File: config.mk
export PLATFORM = sky130hd
export DESIGN_NAME = rsa_msg_sequencer
export DESIGN_NICKNAME = d
export VERILOG_FILES = /design/src/rtl/rsa_pkg.sv /design/src/rtl/rsa_watchdog.sv /design/src/rtl/rsa_msg_sequencer.sv
export SDC_FILE = /design/constraint.sdc
export NUM_CORES = 1
export LEC_CHECK = 0
export CAP_MARGIN = 20
export CORE_ASPECT_RATIO = 1.25
export CORE_MARGIN = 3
export CORE_UTILIZATION = 66
export DETAILED_ROUTE_END_ITERATION = 7
export DONT_BUFFER_PORTS = 1
export PLACE_DENSITY = 0.9
export SLEW_MARGIN = 25
export SYNTH_ARGS = -nofsm -noshare
export SYNTH_HDL_FRONTEND = slang
export SYNTH_SLANG_ARGS = --single-unit
File: constraint.sdc
create_clock -name clk -period 3.6 [get_ports clk]
set_input_delay 0.18 -clock clk [delete_from_list [all_inputs] [get_ports clk]]
set_output_delay 0.18 -clock clk [all_outputs]
set_load 0.005 [all_outputs]
File: src/rtl/rsa_pkg.sv
// Shared definitions for the RSA message sequencer: FSM encoding and
// watchdog sizing.
package rsa_pkg;

    localparam int TIMEOUT_DEFAULT = 255;
    localparam int WD_WIDTH        = 8;

    typedef enum logic [1:0] {
        ST_IDLE   = 2'd0,
        ST_LAUNCH = 2'd1,
        ST_WAIT   = 2'd2,
        ST_HOLD   = 2'd3
    } seq_state_e;

    // The counter value seen in the last permitted WAIT cycle.
    function automatic logic [WD_WIDTH-1:0] wdLastCount(input int timeout);
        return WD_WIDTH'(timeout - 1);
    endfunction

endpackage

File: src/rtl/rsa_watchdog.sv
// Engine-wait watchdog: counts enabled cycles and flags the final one
// before the TIMEOUT budget is exhausted.
module rsa_watchdog
    import rsa_pkg::*;
#(
    parameter int TIMEOUT = TIMEOUT_DEFAULT
) (
    input  logic clk,
    input  logic rst_n,
    input  logic i_clear,
    input  logic i_enable,
    output logic o_expire
);

    localparam logic [WD_WIDTH-1:0] LAST = wdLastCount(TIMEOUT);

    logic [WD_WIDTH-1:0] r_count;

    always_ff @(posedge clk) begin
        if (!rst_n) begin
            r_count <= '0;
        end else if (i_clear) begin
            r_count <= '0;
        end else if (i_enable) begin
            r_count <= r_count + 1'b1;
        end
    end

    // Expiry fires in the TIMEOUT-th enabled cycle, so the wait lasts exactly TIMEOUT cycles.
    assign o_expire = i_enable & (r_count == LAST);

endmodule

File: src/rtl/rsa_msg_sequencer.sv
// Feeds plaintext words one at a time to a modular-exponentiation engine,
// guards against degenerate operands and engine hangs, and streams results.
module rsa_msg_sequencer
    import rsa_pkg::*;
#(
    parameter int n       = 6,
    parameter int TIMEOUT = TIMEOUT_DEFAULT
) (
    input  logic         clk,
    input  logic         rst_n,
    input  logic         key_load,
    input  logic [n-1:0] key_in,
    input  logic [n-1:0] mod_in,
    input  logic         in_valid,
    output logic         in_ready,
    input  logic [n-1:0] in_data,
    output logic         eng_start,
    output logic [n-1:0] eng_base,
    output logic [n-1:0] eng_key,
    output logic [n-1:0] eng_n,
    input  logic [n-1:0] eng_result,
    input  logic         eng_done,
    output logic         out_valid,
    input  logic         out_ready,
    output logic [n-1:0] out_data,
    output logic         out_err,
    output logic         busy
);

    seq_state_e   r_state;
    seq_state_e   w_nextState;
    logic         r_keyValid;
    logic [n-1:0] r_key;
    logic [n-1:0] r_mod;
    logic [n-1:0] r_base;
    logic [n-1:0] r_outData;
    logic         r_outErr;
    logic         w_accept;
    logic         w_badOperand;
    logic         w_wdExpire;

    assign in_ready  = (r_state == ST_IDLE) & r_keyValid & ~key_load;
    assign w_accept  = in_valid & in_ready;
    // A modulus below 2 or a base not reduced by it has no meaningful result.
    assign w_badOperand = (r_mod[n-1:1] == '0) | (in_data >= r_mod);

    assign eng_start = (r_state == ST_LAUNCH);
    assign eng_base  = r_base;
    assign eng_key   = r_key;
    assign eng_n     = r_mod;
    assign out_valid = (r_state == ST_HOLD);
    assign out_data  = r_outData;
    assign out_err   = r_outErr;
    assign busy      = (r_state != ST_IDLE);

    rsa_watchdog #(
        .TIMEOUT (TIMEOUT)
    ) u_watchdog (
        .clk      (clk),
        .rst_n    (rst_n),
        .i_clear  (r_state != ST_WAIT),
        .i_enable (r_state == ST_WAIT),
        .o_expire (w_wdExpire)
    );

    always_ff @(posedge clk) begin
        if (!rst_n) begin
            r_state <= ST_IDLE;
        end else begin
            r_state <= w_nextState;
        end
    end

    always_comb begin
        w_nextState = r_state;
        case (r_state)
            ST_IDLE: begin
                if (w_accept) begin
                    w_nextState = w_badOperand ? ST_HOLD : ST_LAUNCH;
                end
            end
            ST_LAUNCH: w_nextState = ST_WAIT;
            ST_WAIT: begin
                if (eng_done || w_wdExpire) begin
                    w_nextState = ST_HOLD;
                end
            end
            ST_HOLD: begin
                if (out_ready) begin
                    w_nextState = ST_IDLE;
                end
            end
            default: w_nextState = ST_IDLE;
        endcase
    end

    // Key material only changes while idle, so the engine operands stay frozen mid-operation.
    always_ff @(posedge clk) begin
        if (!rst_n) begin
            r_keyValid <= 1'b0;
            r_key      <= '0;
            r_mod      <= '0;
            r_base     <= '0;
            r_outData  <= '0;
            r_outErr   <= 1'b0;
        end else begin
            if ((r_state == ST_IDLE) && key_load) begin
                r_keyValid <= 1'b1;
                r_key      <= key_in;
                r_mod      <= mod_in;
            end
            if (w_accept) begin
                r_base <= in_data;
            end
            if (w_accept && w_badOperand) begin
                r_outData <= '0;
                r_outErr  <= 1'b1;
            end else if ((r_state == ST_WAIT) && eng_done) begin
                r_outData <= eng_result;
                r_outErr  <= 1'b0;
            end else if ((r_state == ST_WAIT) && w_wdExpire) begin
                r_outData <= '0;
                r_outErr  <= 1'b1;
            end
        end
    end

endmodule

### Word level (Yosys, flattened, before mapping)

Cells that the tools add are included.

* register bits: 36
* output and inout bits: 29

* add/subtract/negate cells: 1
* order comparisons: 1
* eq/ne operators: 8
* muxes and demuxes: 10
* bitwise operators: 7
* reductions and logical operators: 13

Operator list (count)
* 6-bit 2-to-1 mux: 2
* 8-bit by 1-bit adder with 8-bit output, second input constant: 1
* 8-bit == test, second input constant: 1
* 2-bit 2-to-1 mux: 4
* 2-bit one-hot mux with 4 select lines: 1
* 6-bit >= comparator: 1
* 2-bit inequality test, second input constant: 3
* 5-bit logical NOT: 1
* 1-bit bitwise AND: 4
* 2-bit == test, second input constant: 2
* 1-bit logical AND: 4
* 2-bit nonzero test: 2
* 2-bit OR reduction: 2
* 1-bit 2-to-1 mux: 3
* 3-bit AND reduction: 1
* 3-bit nonzero test: 1
* 2-bit by 1-bit == test with 1-bit output, second input constant: 1
* 2-bit logical NOT: 1
* 2-bit by 1-bit inequality test with 1-bit output, second input constant: 1
* 1-bit inverter: 2
* 1-bit logical OR: 1
* 1-bit bitwise OR: 1

### Logic depth before layout (Yosys ltp)

* depth after elaboration: 6
* mapped depth: 7
* mapped depth without buffers: 7

### Hierarchy

Synthesis repeated with hierarchy kept, for this count alone.

* cells, all modules: 197
* area, all modules: 1651.6 um^2

Modules (own cells, without submodules)
* rsa_msg_sequencer: times used 1, cells an instance 155, area each 1282.5 um^2, seq. area each 560.5 um^2
* rsa_watchdog: times used 1, cells an instance 42, area each 369.1 um^2, seq. area each 160.2 um^2

### Worst setup path after synthesis

No wires, ideal clock.

* kind: reg2reg
* start point: register r_mod[5], in the netlist eng_n[5]
* end point: register r_state[1]
* library setup time: 70 ps
* arrival time: 1578 ps
* data required time: 3530 ps
* setup slack: 1952 ps
* cell stages (with the launch flop): 7
* clock period less this slack: 1648 ps
* cells stage by stage: dfxtp_1 -> inv_1 -> ha_1 -> nand2_1 -> or3_4 -> a311o_1 -> a21boi_1

* word-level cells in the longest chain between the ends: 5
* elaborated cells between the ends (all ways): 6
* classes of those cells: order compare (1); mux (3); bitwise (1); reduce/logical (1)

Ends and longest elaborated chain
* from (decl): line rsa_msg_sequencer.sv:34 `logic [n-1:0] r_mod;`
* from (signal assigned): line rsa_msg_sequencer.sv:110 `r_mod <= mod_in;`
* 6-bit >= comparator or 5-bit logical NOT (tied branches): line rsa_msg_sequencer.sv:45 `assign w_badOperand = (r_mod[n-1:1] == '0) | (in_data >= r_mod);`
* 1-bit bitwise OR *: line rsa_msg_sequencer.sv:45
* 2-bit 2-to-1 mux *: line rsa_msg_sequencer.sv:79 `w_nextState = w_badOperand ? ST_HOLD : ST_LAUNCH;`
* 2-bit 2-to-1 mux *: line rsa_msg_sequencer.sv:78 `if (w_accept) begin`
* 2-bit one-hot mux with 4 select lines *: line rsa_msg_sequencer.sv:76 `case (r_state)`
* to (signal assigned): line rsa_msg_sequencer.sv:70 `r_state <= w_nextState;`
* to (decl): line rsa_msg_sequencer.sv:30 `seq_state_e r_state;`

Mark *: on every way between the ends. The rest lies on a longest branch, timed or not. The select of a mux whose other input is x is not followed.
A chain may end at the register's enable or synchronous reset.

### Worst setup path in the final report

* start point: register r_state[0]
* end point: register r_base[3], in the netlist eng_base[3]

* word-level cells in the longest chain between the ends: 4

Ends and longest elaborated chain
* 2-bit logical NOT: line rsa_msg_sequencer.sv:42 `assign in_ready = (r_state == ST_IDLE) & r_keyValid & ~key_load;`
* 1-bit bitwise AND (2 in series): line rsa_msg_sequencer.sv:42
* net in_ready: line rsa_msg_sequencer.sv:15 `output logic in_ready,`
* 1-bit bitwise AND: line rsa_msg_sequencer.sv:43 `assign w_accept = in_valid & in_ready;`
* to (signal assigned): line rsa_msg_sequencer.sv:113 `r_base <= in_data;`
* to (decl): line rsa_msg_sequencer.sv:35 `logic [n-1:0] r_base;`

The timed path passes the listed nets, and every way through them passes these cells.

==> run metrics <==
DP Area 0.00169 mm^2; Synth top cells by count 36 x dfxtp_1, 36 x nand2_1, 18 x a21boi_0; final hold slack 0.00498 ns; CTS buffer count 5; Synth area leaders dfxtp_1 43%, ha_1 9.7%, a21boi_0 8.1%; CORE AREA 0.00231 mm^2; HP Class primary input to register; routability congestion estimate 0.762; maximum vdd ir drop 439 uV; final wirelength 3.95 mm; pre-CTS setup slack 1.81 ns; syn_area_per_cell 8.92 um^2; Max Clk Rate 451 MHz; final core utilization 83.2%; largest area contributor in the synthesized netlist dfxtp_1; Gate Count Post-Synth 188; H-tree level count 2; Starting Density 72.8%; Initial DRC Count 37; data arrival time of the worst path 2.46 ns; ys async rst share 0%; Inserted Diodes 0; dominant synthesized flop cell dfxtp_1; Least-Margin Pin Slew 0.683 ns; Post-Syn Nets 231; row count 19; DR vias 1368; Crit Path Max Fanout 8; Setup Viol. Count Final 0; register area share after synthesis 43.0%; share of post-route cells with drive strength above 1 6.80%; Residual DRC 0; clk root buf clkbuf_4; DP HPWL 2.58 mm; yosys warns 0; first-pass detailed-route iteration total 4; crit path capture type register; CP required 3.84 ns; Filler Cell Count 139; area grow syn2layout 14.3%; CP Launch Type register; CTS clk-pin slew, worst paths 0.10 ns; first-pass GRT wire length 6.11 mm; vias per inst 5.77; synth unique cells 34; RSZ-0062 raised after global routing false; Clk Latency, worst-skew pair 0.33 ns; Die X 51.1 um; Worst slew margin 54.3%; num ports 59; Post-synth EDFFs 0; Die Y-Extent 62.4 um; IO Port Bufs 0; WL per Instance 16.7 um; Congestion Overflow GR 0; Final Skew 0.00297 ns; Layout Nets 248; status finished, final reports clean; vias in the first global route 1429; Crit Path Class register to register; DRT antenna net count 0; Die ar. 0.00319 mm^2; GRT Util Overall 25.1%; Max Cap Violations 0; Final Cell Area 0.00192 mm^2; post-cts sizing count 0; PnR worst setup slack 1.38 ns; hold violation count in the final report 0; final slew viol count 0; Syn Std Cell Area 0.00168 mm^2; Synth top area share 43.0%; CTS sink cnt 36; Setup TNS 0 ns; Final period util 61.6%; Bufs on Longest Clock Path 2; largest net degree at the start of global routing 24; min Tclk post-route 2.22 ns; #FFs+latches synth 36; CTS tree yes; initial antenna violation count 0; Pleak 0.000713 uW; Cell Pwr Density 548 mW/mm^2
==> cells in the final DEF, fill, tap and decap left out, types with 2 or more instances in the layout <==
master,count
a21boi_0,18
a21oi_1,5
a22oi_1,6
and2_1,2
clkbuf_1,2
clkbuf_4,5
dfxtp_1,36
dlygate4sd3_1,17
ha_1,13
inv_1,10
nand2_1,36
nand2b_1,2
nand3_1,11
nor2_1,11
nor3b_1,6
o21a_1,2
xor2_1,5
==> cells by family after synthesis <==
logic type / synth area share [%]
AOI/OAI and AO/OA: 16.6
xor gates and xnor gates: 3.13
adders and majority gates: 9.69
buffers and inverters: 3.88
DFF: 43.0
and+or+nand+nor: 23.8
==> layout make-up <==
cell class	count	area, um^2	area share (%)
Sequential cell	36	721	37.6
Inverter	10	37.5	1.96
Multi-Input combinational cell	135	892	46.5
Timing Repair Buffer	17	170	8.87
Tap cell	31	38.8	2.02
Clock buffer	8	58.8	3.07
==> final timing paths <==
check / startpoint / endpoint / slack, ns / depth (start not counted)
setup / recovery: r_state[0] / eng_base[3] / 1.38 / 7
hold / removal: in_data[0] / eng_base[0] / 0.005 / 2
setup reg to reg: r_state[0] / eng_base[3] / 1.38 / 7
hold reg to reg: eng_key[5] / eng_key[5] / 0.50 / 2
==> through the flow <==
stage               total power [uW]  std cells
global placement                 794        212
detailed placement               813        212
finish                          1050        237
CTS                             1050        232
global route                    1130        237
floorplan                        751        188
==> routing by layer <==
layer	up-vias	wire length [um]	global-route usage (%)
met5	-	0	0
met4	0	82	11.1
met3	11	209	8.83
met2	52	2160	45.5
met1	639	1500	24.5
li1	666	-	-
==> worst max-delay path: stages (launching register included) <==
cell and delay [ns]:
dfxtp_1 0.34, inv_1 0.13, ha_1 0.23, inv_1 0.12, nor3b_4 0.39, nand3_1 0.11, dlygate4sd3_1 0.59, a21boi_0 0.23
==> flip-flops by register name, summed over array words and instances (netlist names) <==
signal and count:
out_data 6, eng_key 6, r_keyValid 1, u_watchdog.r_count 8, eng_n 6, eng_base 6
r_state 2, out_err 1
==> what timing repair did <==
| action | 4_1_cts | 5_1_grt |
|---|---|---|
| setup endpoints to repair | 0 | 0 |
| endpoints found under the hold margin | 23 | 6 |
| hold buffers | 12 | 5 |
| buffers inserted | 0 | 0 |
==> power by group <==
| part | switching, uW | internal (uW) | total (uW) |
|---|---|---|---|
| Sequential | 47.3 | 450 | 497 |
| Combinational | 207 | 130 | 337 |
| Clock | 122 | 96.4 | 218 |
No activity file was read; power rests on OpenSTA's default activity.
